File: src/rtl/board_pkg.sv
// Shared definitions for the 6x6 pair-matching board.
// Contents: board geometry constants, cell index and board vector types,
// and the controller state encoding.
package board_pkg;
  localparam int CELLS = 36;
  localparam int ROWS  = 6;
  localparam int COLS  = 6;
  localparam int PAIRS = 18;

  typedef logic [5:0]       cell_idx_t;
  typedef logic [CELLS-1:0] board_vec_t;

  typedef enum logic [2:0] {
    IDLE  = 3'd0,
    ONE   = 3'd1,
    WAIT  = 3'd2,
    APPLY = 3'd3,
    WON   = 3'd4
  } ctrl_state_t;
endpackage

File: src/rtl/board_controller_if.sv
// Signal bundle between the board controller and its neighbours
// (input decoder, matcher, renderer).
//   start, click, click_pos, en_input, ms, mf : into the controller
//   sel_bus, hidden_bus, score, pairs_left,
//   busy, game_won, err_timeout, state         : out of the controller
// state is a debug view of the controller FSM.
// Handshake: a click is accepted only in the cycle where click=1 and
// en_input=1; there is no back-pressure, an unaccepted click is dropped.
// ms/mf are levels from the matcher and only their rising edges matter.
// modport master = the environment side, modport slave = the controller.
interface board_controller_if #(parameter int SCORE_W = 8);
  import board_pkg::*;

  logic               start;
  logic               click;
  cell_idx_t          click_pos;
  logic               en_input;
  logic               ms;
  logic               mf;
  board_vec_t         sel_bus;
  board_vec_t         hidden_bus;
  logic [SCORE_W-1:0] score;
  logic [4:0]         pairs_left;
  logic               busy;
  logic               game_won;
  logic               err_timeout;
  ctrl_state_t        state;

  modport master (
    output start, click, click_pos, en_input, ms, mf,
    input  sel_bus, hidden_bus, score, pairs_left, busy, game_won,
           err_timeout, state
  );

  modport slave (
    input  start, click, click_pos, en_input, ms, mf,
    output sel_bus, hidden_bus, score, pairs_left, busy, game_won,
           err_timeout, state
  );
endinterface

File: src/rtl/board_controller_rise_detect.sv
// Registered 1-bit rising-edge detector.
//   clk, rst (sync, active-low) : clock / reset
//   clr  : synchronous clear of the history register (new game)
//   d    : level input
//   rise : 1 when d is 1 now and was 0 in the previous cycle
module rise_detect (
  input  logic clk,
  input  logic rst,
  input  logic clr,
  input  logic d,
  output logic rise
);
  logic prev;

  always_ff @(posedge clk) begin
    if (!rst || clr) prev <= 1'b0;
    else             prev <= d;
  end

  assign rise = d & ~prev;
endmodule

File: src/rtl/board_controller.sv
// Board controller: turns clicks into the selection/hidden vectors the
// matcher reads, reacts to matcher verdicts, tracks score and pairs left.
//   clk  : system clock
//   rst  : synchronous active-low reset
//   bus  : board_controller_if slave (see interface header for signals)
// Parameters: TIMEOUT (cycles allowed in WAIT), SCORE_W (score width).
// Optional macro BOARD_CTRL_MISS_PENALTY_EN: a matcher failure also takes
// one point off the score (saturating at 0).
module board_controller
  import board_pkg::*;
#(
  parameter int TIMEOUT = 64,
  parameter int SCORE_W = 8
) (
  input  logic clk,
  input  logic rst,
  board_controller_if.slave bus
);
  localparam int TW = (TIMEOUT > 1) ? $clog2(TIMEOUT) : 1;
  localparam logic [TW-1:0] TMAX = TW'(TIMEOUT - 1);

  ctrl_state_t        state_q;
  board_vec_t         sel_q;
  board_vec_t         hidden_q;
  logic [SCORE_W-1:0] score_q;
  logic [4:0]         pairs_q;
  logic [TW-1:0]      timer_q;
  logic               err_q;

  logic       ms_rise;
  logic       mf_rise;
  logic       click_ok;
  board_vec_t click_bit;
  logic [63:0] hidden_ext;

  rise_detect u_ms_rise (.clk(clk), .rst(rst), .clr(bus.start), .d(bus.ms), .rise(ms_rise));
  rise_detect u_mf_rise (.clk(clk), .rst(rst), .clr(bus.start), .d(bus.mf), .rise(mf_rise));

  // Zero-extended copy so an out-of-range click_pos never indexes past the board.
  assign hidden_ext = {{(64-CELLS){1'b0}}, hidden_q};
  assign click_bit  = board_vec_t'(1) << bus.click_pos;
  assign click_ok   = bus.click && bus.en_input &&
                      (bus.click_pos < cell_idx_t'(CELLS)) &&
                      !hidden_ext[bus.click_pos];

  always_ff @(posedge clk) begin
    if (!rst || bus.start) begin
      state_q  <= IDLE;
      sel_q    <= '0;
      hidden_q <= '0;
      score_q  <= '0;
      pairs_q  <= 5'(PAIRS);
      timer_q  <= '0;
      err_q    <= 1'b0;
    end else begin
      err_q <= 1'b0;
      case (state_q)
        IDLE: begin
          if (click_ok) begin
            sel_q   <= sel_q | click_bit;
            state_q <= ONE;
          end
        end
        ONE: begin
          if (click_ok) begin
            if ((sel_q & click_bit) != '0) begin
              // Clicking the selected card again deselects it.
              sel_q   <= '0;
              state_q <= IDLE;
            end else begin
              sel_q   <= sel_q | click_bit;
              timer_q <= '0;
              state_q <= WAIT;
            end
          end
        end
        WAIT: begin
          // sel_q is held so the matcher can re-sample it; success beats failure.
          if (ms_rise) begin
            state_q <= APPLY;
          end else if (mf_rise) begin
            sel_q   <= '0;
`ifdef BOARD_CTRL_MISS_PENALTY_EN
            if (score_q != '0) score_q <= score_q - 1'b1;
`endif
            state_q <= IDLE;
          end else if (timer_q == TMAX) begin
            sel_q   <= '0;
            err_q   <= 1'b1;
            state_q <= IDLE;
          end else begin
            timer_q <= timer_q + 1'b1;
          end
        end
        APPLY: begin
          hidden_q <= hidden_q | sel_q;
          sel_q    <= '0;
          if (score_q != '1) score_q <= score_q + 1'b1;
          pairs_q  <= pairs_q - 1'b1;
          state_q  <= (pairs_q == 5'd1) ? WON : IDLE;
        end
        WON: begin
          // Terminal until start or reset.
        end
        default: state_q <= IDLE;
      endcase
    end
  end

  assign bus.sel_bus     = sel_q;
  assign bus.hidden_bus  = hidden_q;
  assign bus.score       = score_q;
  assign bus.pairs_left  = pairs_q;
  assign bus.busy        = (state_q == WAIT) || (state_q == APPLY);
  assign bus.game_won    = (state_q == WON);
  assign bus.err_timeout = err_q;
  assign bus.state       = state_q;
endmodule

File: src/flat_wrapper.sv
// flat-port wrapper written by rule: the top's interface ports become plain ports
module board_controller_flat import board_pkg::*;
#(
  parameter int TIMEOUT = 64,
  parameter int SCORE_W = 8
)
  (clk, rst, bus_start, bus_click, bus_click_pos, bus_en_input, bus_ms, bus_mf, bus_sel_bus, bus_hidden_bus, bus_score, bus_pairs_left, bus_busy, bus_game_won, bus_err_timeout, bus_state);
  board_controller_if #(.SCORE_W(SCORE_W)) bus_i ();
  input  logic clk;
  input  logic rst;
  input wire logic [$bits(bus_i.start)-1:0] bus_start;
  input wire logic [$bits(bus_i.click)-1:0] bus_click;
  input wire logic [$bits(bus_i.click_pos)-1:0] bus_click_pos;
  input wire logic [$bits(bus_i.en_input)-1:0] bus_en_input;
  input wire logic [$bits(bus_i.ms)-1:0] bus_ms;
  input wire logic [$bits(bus_i.mf)-1:0] bus_mf;
  output wire logic [$bits(bus_i.sel_bus)-1:0] bus_sel_bus;
  output wire logic [$bits(bus_i.hidden_bus)-1:0] bus_hidden_bus;
  output wire logic [$bits(bus_i.score)-1:0] bus_score;
  output wire logic [$bits(bus_i.pairs_left)-1:0] bus_pairs_left;
  output wire logic [$bits(bus_i.busy)-1:0] bus_busy;
  output wire logic [$bits(bus_i.game_won)-1:0] bus_game_won;
  output wire logic [$bits(bus_i.err_timeout)-1:0] bus_err_timeout;
  output wire logic [$bits(bus_i.state)-1:0] bus_state;
  assign bus_i.start = bus_start;
  assign bus_i.click = bus_click;
  assign bus_i.click_pos = bus_click_pos;
  assign bus_i.en_input = bus_en_input;
  assign bus_i.ms = bus_ms;
  assign bus_i.mf = bus_mf;
  assign bus_sel_bus = bus_i.sel_bus;
  assign bus_hidden_bus = bus_i.hidden_bus;
  assign bus_score = bus_i.score;
  assign bus_pairs_left = bus_i.pairs_left;
  assign bus_busy = bus_i.busy;
  assign bus_game_won = bus_i.game_won;
  assign bus_err_timeout = bus_i.err_timeout;
  assign bus_state = bus_i.state;
  board_controller #(.TIMEOUT(TIMEOUT), .SCORE_W(SCORE_W)) u_core (.clk(clk), .rst(rst), .bus(bus_i));
endmodule
File: config.mk
export PLATFORM = sky130hd
export DESIGN_NAME = board_controller_flat
export DESIGN_NICKNAME = d
export VERILOG_FILES = /design/src/rtl/board_pkg.sv /design/src/rtl/board_controller_if.sv /design/src/rtl/board_controller_rise_detect.sv /design/src/rtl/board_controller.sv /design/src/flat_wrapper.sv
export SDC_FILE = /design/constraint.sdc
export NUM_CORES = 1
export LEC_CHECK = 0
export BUFFER_PORTS_ARGS = -buffer_cell sky130_fd_sc_hd__buf_2
export CAP_MARGIN = 20
export CORE_AREA = 5 5 106 108
export CTS_BUF_LIST = sky130_fd_sc_hd__clkbuf_8
export DETAILED_ROUTE_END_ITERATION = 8
export DIE_AREA = 0 0 111 113
export GPL_ROUTABILITY_DRIVEN = 1
export GPL_TIMING_DRIVEN = 0
export PLACE_DENSITY = 0.68
export SKIP_LAST_GASP = 1
export SYNTH_ARGS = -nofsm -noshare
export SYNTH_HDL_FRONTEND = slang
export SYNTH_SLANG_ARGS = --single-unit
File: constraint.sdc
create_clock -name clk -period 6.5 [get_ports clk]
set_clock_uncertainty 0.2 [all_clocks]
set_input_delay 0.65 -clock clk [delete_from_list [all_inputs] [get_ports clk]]
set_output_delay 0.65 -clock clk [all_outputs]
set_load 0.05 [all_outputs]
==> qor.log <==
qor: synth.synth_async_sr_flop_share 0
qor: pwr.power_density 213 nW/um^2
qor: clock_network.clk-insertion-delay-late 0.37 ns
qor: synth.sequential_cell_area_fraction_in_the_yosys_report 0.435
qor: sta.setup_total_negative_slack 0 ns
qor: critical_path.worst_path_largest_cell_delay 0.98 ns
qor: placed_design.dpl_worst_slack 2.95 ns
qor: sta.period_share 0.492
qor: sta.achievable-frequency 313 MHz
qor: global_route.track_usage 0.203
qor: layout.antenna-diode-count 0
qor: pwr.total_power 1.14 mW
qor: route.viasPerCell 5.61
qor: global_route.grt_start_max_net_pins 17
qor: floorplanning.design.die.area 12500 sq um
qor: pwr.static-leakage-power 2.20 nW
qor: clock_network.ctsRootBufferMaster clkbuf_8
qor: critical_path.crit_required 6.57 ns
qor: global_route.global_route_wire_length_before_repair 20.7 mm
qor: synth.number_of_flops_mapped_to_enable_cells_by_yosys 0
qor: pwr.comb_power_share 0.069
qor: floorplanning.die_width 111 um
qor: pwr.netSwitchingPower 0.269 mW
qor: floorplanning.ios 104
qor: critical_path.arrival 3.27 ns
qor: critical_path.endpoint_type_of_the_worst_setup_path flip-flop
qor: route.antenna_left 0
qor: floorplanning.start_util 0.440
qor: critical_path.critical_path.top_delay_family simple AND/OR/NAND/NOR gates
qor: synth.avgSynthCellArea 9.00 sq um
qor: sta.worst_hold_slack 0.292 ns
qor: synth.yosysWarnings 0
qor: min_path.hold_path.class reg2reg
qor: synth.leading_register_cell_type_out_of_synthesis dfxtp_1
qor: critical_path.startpoint_type input port
qor: critical_path.critPathMaxFanout 10
qor: pwr.power.share.clock 0.410
qor: route.count_of_unresolved_drc_violations_after_routing 0
qor: placed_design.placedInstanceArea 5130 sq um
qor: sta.maxSlewViolCount 0
qor: sta.grt_setup_unrepaired false
qor: clock_network.post-cts-setup-buffer-count 0
qor: placed_design.place_inst 731
qor: floorplanning.placeableCoreArea 10100 sq um
qor: route.detail_route.wl_per_cell 17.4 um
qor: synth.syn_area 4470 sq um
qor: sta.layout_setup_ws 3.30 ns
qor: critical_path.timing.critical_path.cells buf_2 > clkbuf_1 > nor4b_1 > a31oi_1 > o211a_1 > nand4_1 > o22ai_1 > o21ai_4 > buf_8 > nor2_2
qor: route.route.final.wire_length 13.0 mm
qor: placed_design.numPortBuffers 99
qor: floorplanning.die-height 113 um
qor: sta.final_critical_delay_including_setup_and_external_delays 3.20 ns
qor: pwr.sequentialPowerShare 0.521
qor: critical_path.timing.critical_path.buf_inv 3
qor: route.dr.first_iter.drc_count 272
qor: global_route.first_global_vias 4067
qor: clock_network.clk_pin_slew 0.09 ns
qor: synth.synth.distinct_cells 58
qor: clock_network.max-clock-path-buffers 2
qor: placed_design.gp_routability_congestion 0.905
qor: pwr.netSwitchingFraction 0.235
qor: route.detailroute.via_count 4191
qor: placed_design.post-dp-hpwl 9.74 mm
qor: synth.ys_ff_latch 97
qor: route.dr.pass1.iters 5
qor: clock_network.clock_sink_total 97
qor: critical_path.setup.reg_to_reg.worst_slack 3.83 ns
qor: sta.report.final.hold_viol_count 0
qor: global_route.number_of_antenna_violations_at_the_first_check_in_global_routing 0
qor: job.max_cap_violations 0
qor: synth.synth_fp_nets 513
qor: pwr.p_int 0.875 mW
qor: sta.setup_violations 0
qor: outcome.outcome complete, no violations
qor: clock_network.cts_buffers 9
qor: sta.worst_rel_slew_slack 0.270
qor: pwr.ir_worst_vdd 0.109 mV
qor: layout.final_layout_size_suffix_gt1_frac 0.290
qor: layout.fin_area 5370 sq um
qor: sta.worstMarginPinSlew 1.08 ns
qor: layout.net_count_reported_at_finish 623
qor: critical_path.crit_path_category in2reg
qor: layout.instances_no_fill 747
qor: clock_network.cts_htree_levels 3
qor: clock_network.holdBufCountCts 0
qor: floorplanning.fp-row-count 37
qor: global_route.grt_overflow 0
qor: clock_network.tritoncts built
qor: clock_network.cts_resized 0
qor: layout.layout_utilization 0.530
qor: critical_path.slowest_stage nor4b_1
qor: layout.layout-area-overhead-vs-synth 20.3%
qor: synth.cells_after_synth 496
final timing paths:
kind	from	endpoint	cells past startpoint
setup / recovery	bus_click_pos[4]	u_core.bus.sel_bus[24]$_SDFFE_PP0P_	10
hold reg to reg	u_core.timer_q[0]$_SDFFE_PP0P_	u_core.timer_q[0]$_SDFFE_PP0P_	1
hold / removal	u_core.timer_q[0]$_SDFFE_PP0P_	u_core.timer_q[0]$_SDFFE_PP0P_	1
setup reg to reg	u_core.bus.sel_bus[1]$_SDFFE_PP0P_	u_core.timer_q[4]$_SDFFE_PP0P_	7
routing by layer:
layer  up-vias  global-route usage  part of all wire
met5         -                   0                 0
met4         0              0.0706             0.019
met3        25              0.0460             0.069
met2       161               0.333              0.46
met1      1999               0.264              0.45
li1       2006                   -                 -
power groups by stage:
| stage | Clock [mW] | Combinational [mW] | Sequential, mW |
|---|---|---|---|
| after global placement | 0 | 0.0771 | 0.609 |
| after detailed placement | 0 | 0.0777 | 0.609 |
| final | 0.469 | 0.0789 | 0.595 |
| after global routing | 0.497 | 0.0840 | 0.596 |
| after CTS | 0.474 | 0.0780 | 0.595 |
| after floorplan | 0 | 0.0548 | 0.610 |
sequential cells by signal (all words and copies together) (netlist names):
register                count
u_core.bus.state            3
u_core.u_ms_rise.prev       1
u_core.timer_q              6
u_core.bus.err_timeout      1
u_core.bus.pairs_left       5
u_core.bus.score            8
u_core.bus.hidden_bus      36
u_core.bus.sel_bus         36
u_core.u_mf_rise.prev       1
layout make-up:
class	instances	area (sq um)
multi-input combinational	351	2280
tap	136	170
buffer	37	203
clock buffer	9	124
sequential	97	1940
clock inverter	7	118
fill	977	4770
timing repair buffer	99	495
inverter	11	41.3
synthesized netlist by cell type, drive strengths merged, types with 2 or more instances:
cell type   n  share of area
mux2i      15          0.034
a211oi      3         0.0050
nor4        6         0.0084
o32ai       3         0.0059
nand2      21          0.018
nand2b      3         0.0042
o211ai      3         0.0050
nor2       95          0.097
a31oi      39          0.055
a22oi       3         0.0050
nand3b     11          0.018
nand4       6          0.012
o221ai      2         0.0039
and2        3         0.0042
mux2        4          0.010
a2111oi     2         0.0039
a32oi       2         0.0039
o211a       2         0.0045
buf        16          0.028
nor3        8         0.0090
inv        11         0.0092
and3        8          0.011
ha          4          0.011
nor3b       3         0.0050
xor2        7          0.014
a21oi      45          0.050
nand3       9          0.010
o21ai       7          0.010
clkbuf     21          0.018
nor2b      11          0.015
xnor2       2         0.0039
a21boi      2         0.0059
dfxtp      97           0.43
mux4        6          0.030
placed cells by master, fill, tap and decap left out, types with 4 or more instances in the layout:
| master | instances |
|---|---|
| and3_1 | 8 |
| dfxtp_1 | 97 |
| inv_1 | 12 |
| nor3_1 | 8 |
| a31oi_1 | 39 |
| a21oi_1 | 45 |
| buf_8 | 4 |
| nor4_1 | 6 |
| clkbuf_8 | 9 |
| nand3_1 | 9 |
| xor2_1 | 7 |
| clkbuf_1 | 21 |
| nor2_1 | 65 |
| nand3b_1 | 11 |
| mux4_2 | 6 |
| ha_1 | 4 |
| nand4_1 | 5 |
| buf_2 | 108 |
| nand2_1 | 21 |
| nor2b_1 | 11 |
| nor2_2 | 30 |
| o21ai_0 | 5 |
| mux2i_1 | 15 |
| mux2_2 | 4 |
logic make-up (layout without fill, tap and decap cells):
logic type / after synthesis / after routing / synth area share
AOI/OAI and AO/OA: 122 / 122 / 0.182
xor gates and xnor gates: 9 / 9 / 0.0177
adders and majority gates: 4 / 4 / 0.0112
buffers and inverters: 48 / 163 / 0.0546
DFF: 97 / 97 / 0.435
muxes: 25 / 25 / 0.0740
and+or+nand+nor: 191 / 191 / 0.226
Note: power is estimated with default switching activity, not from simulation.
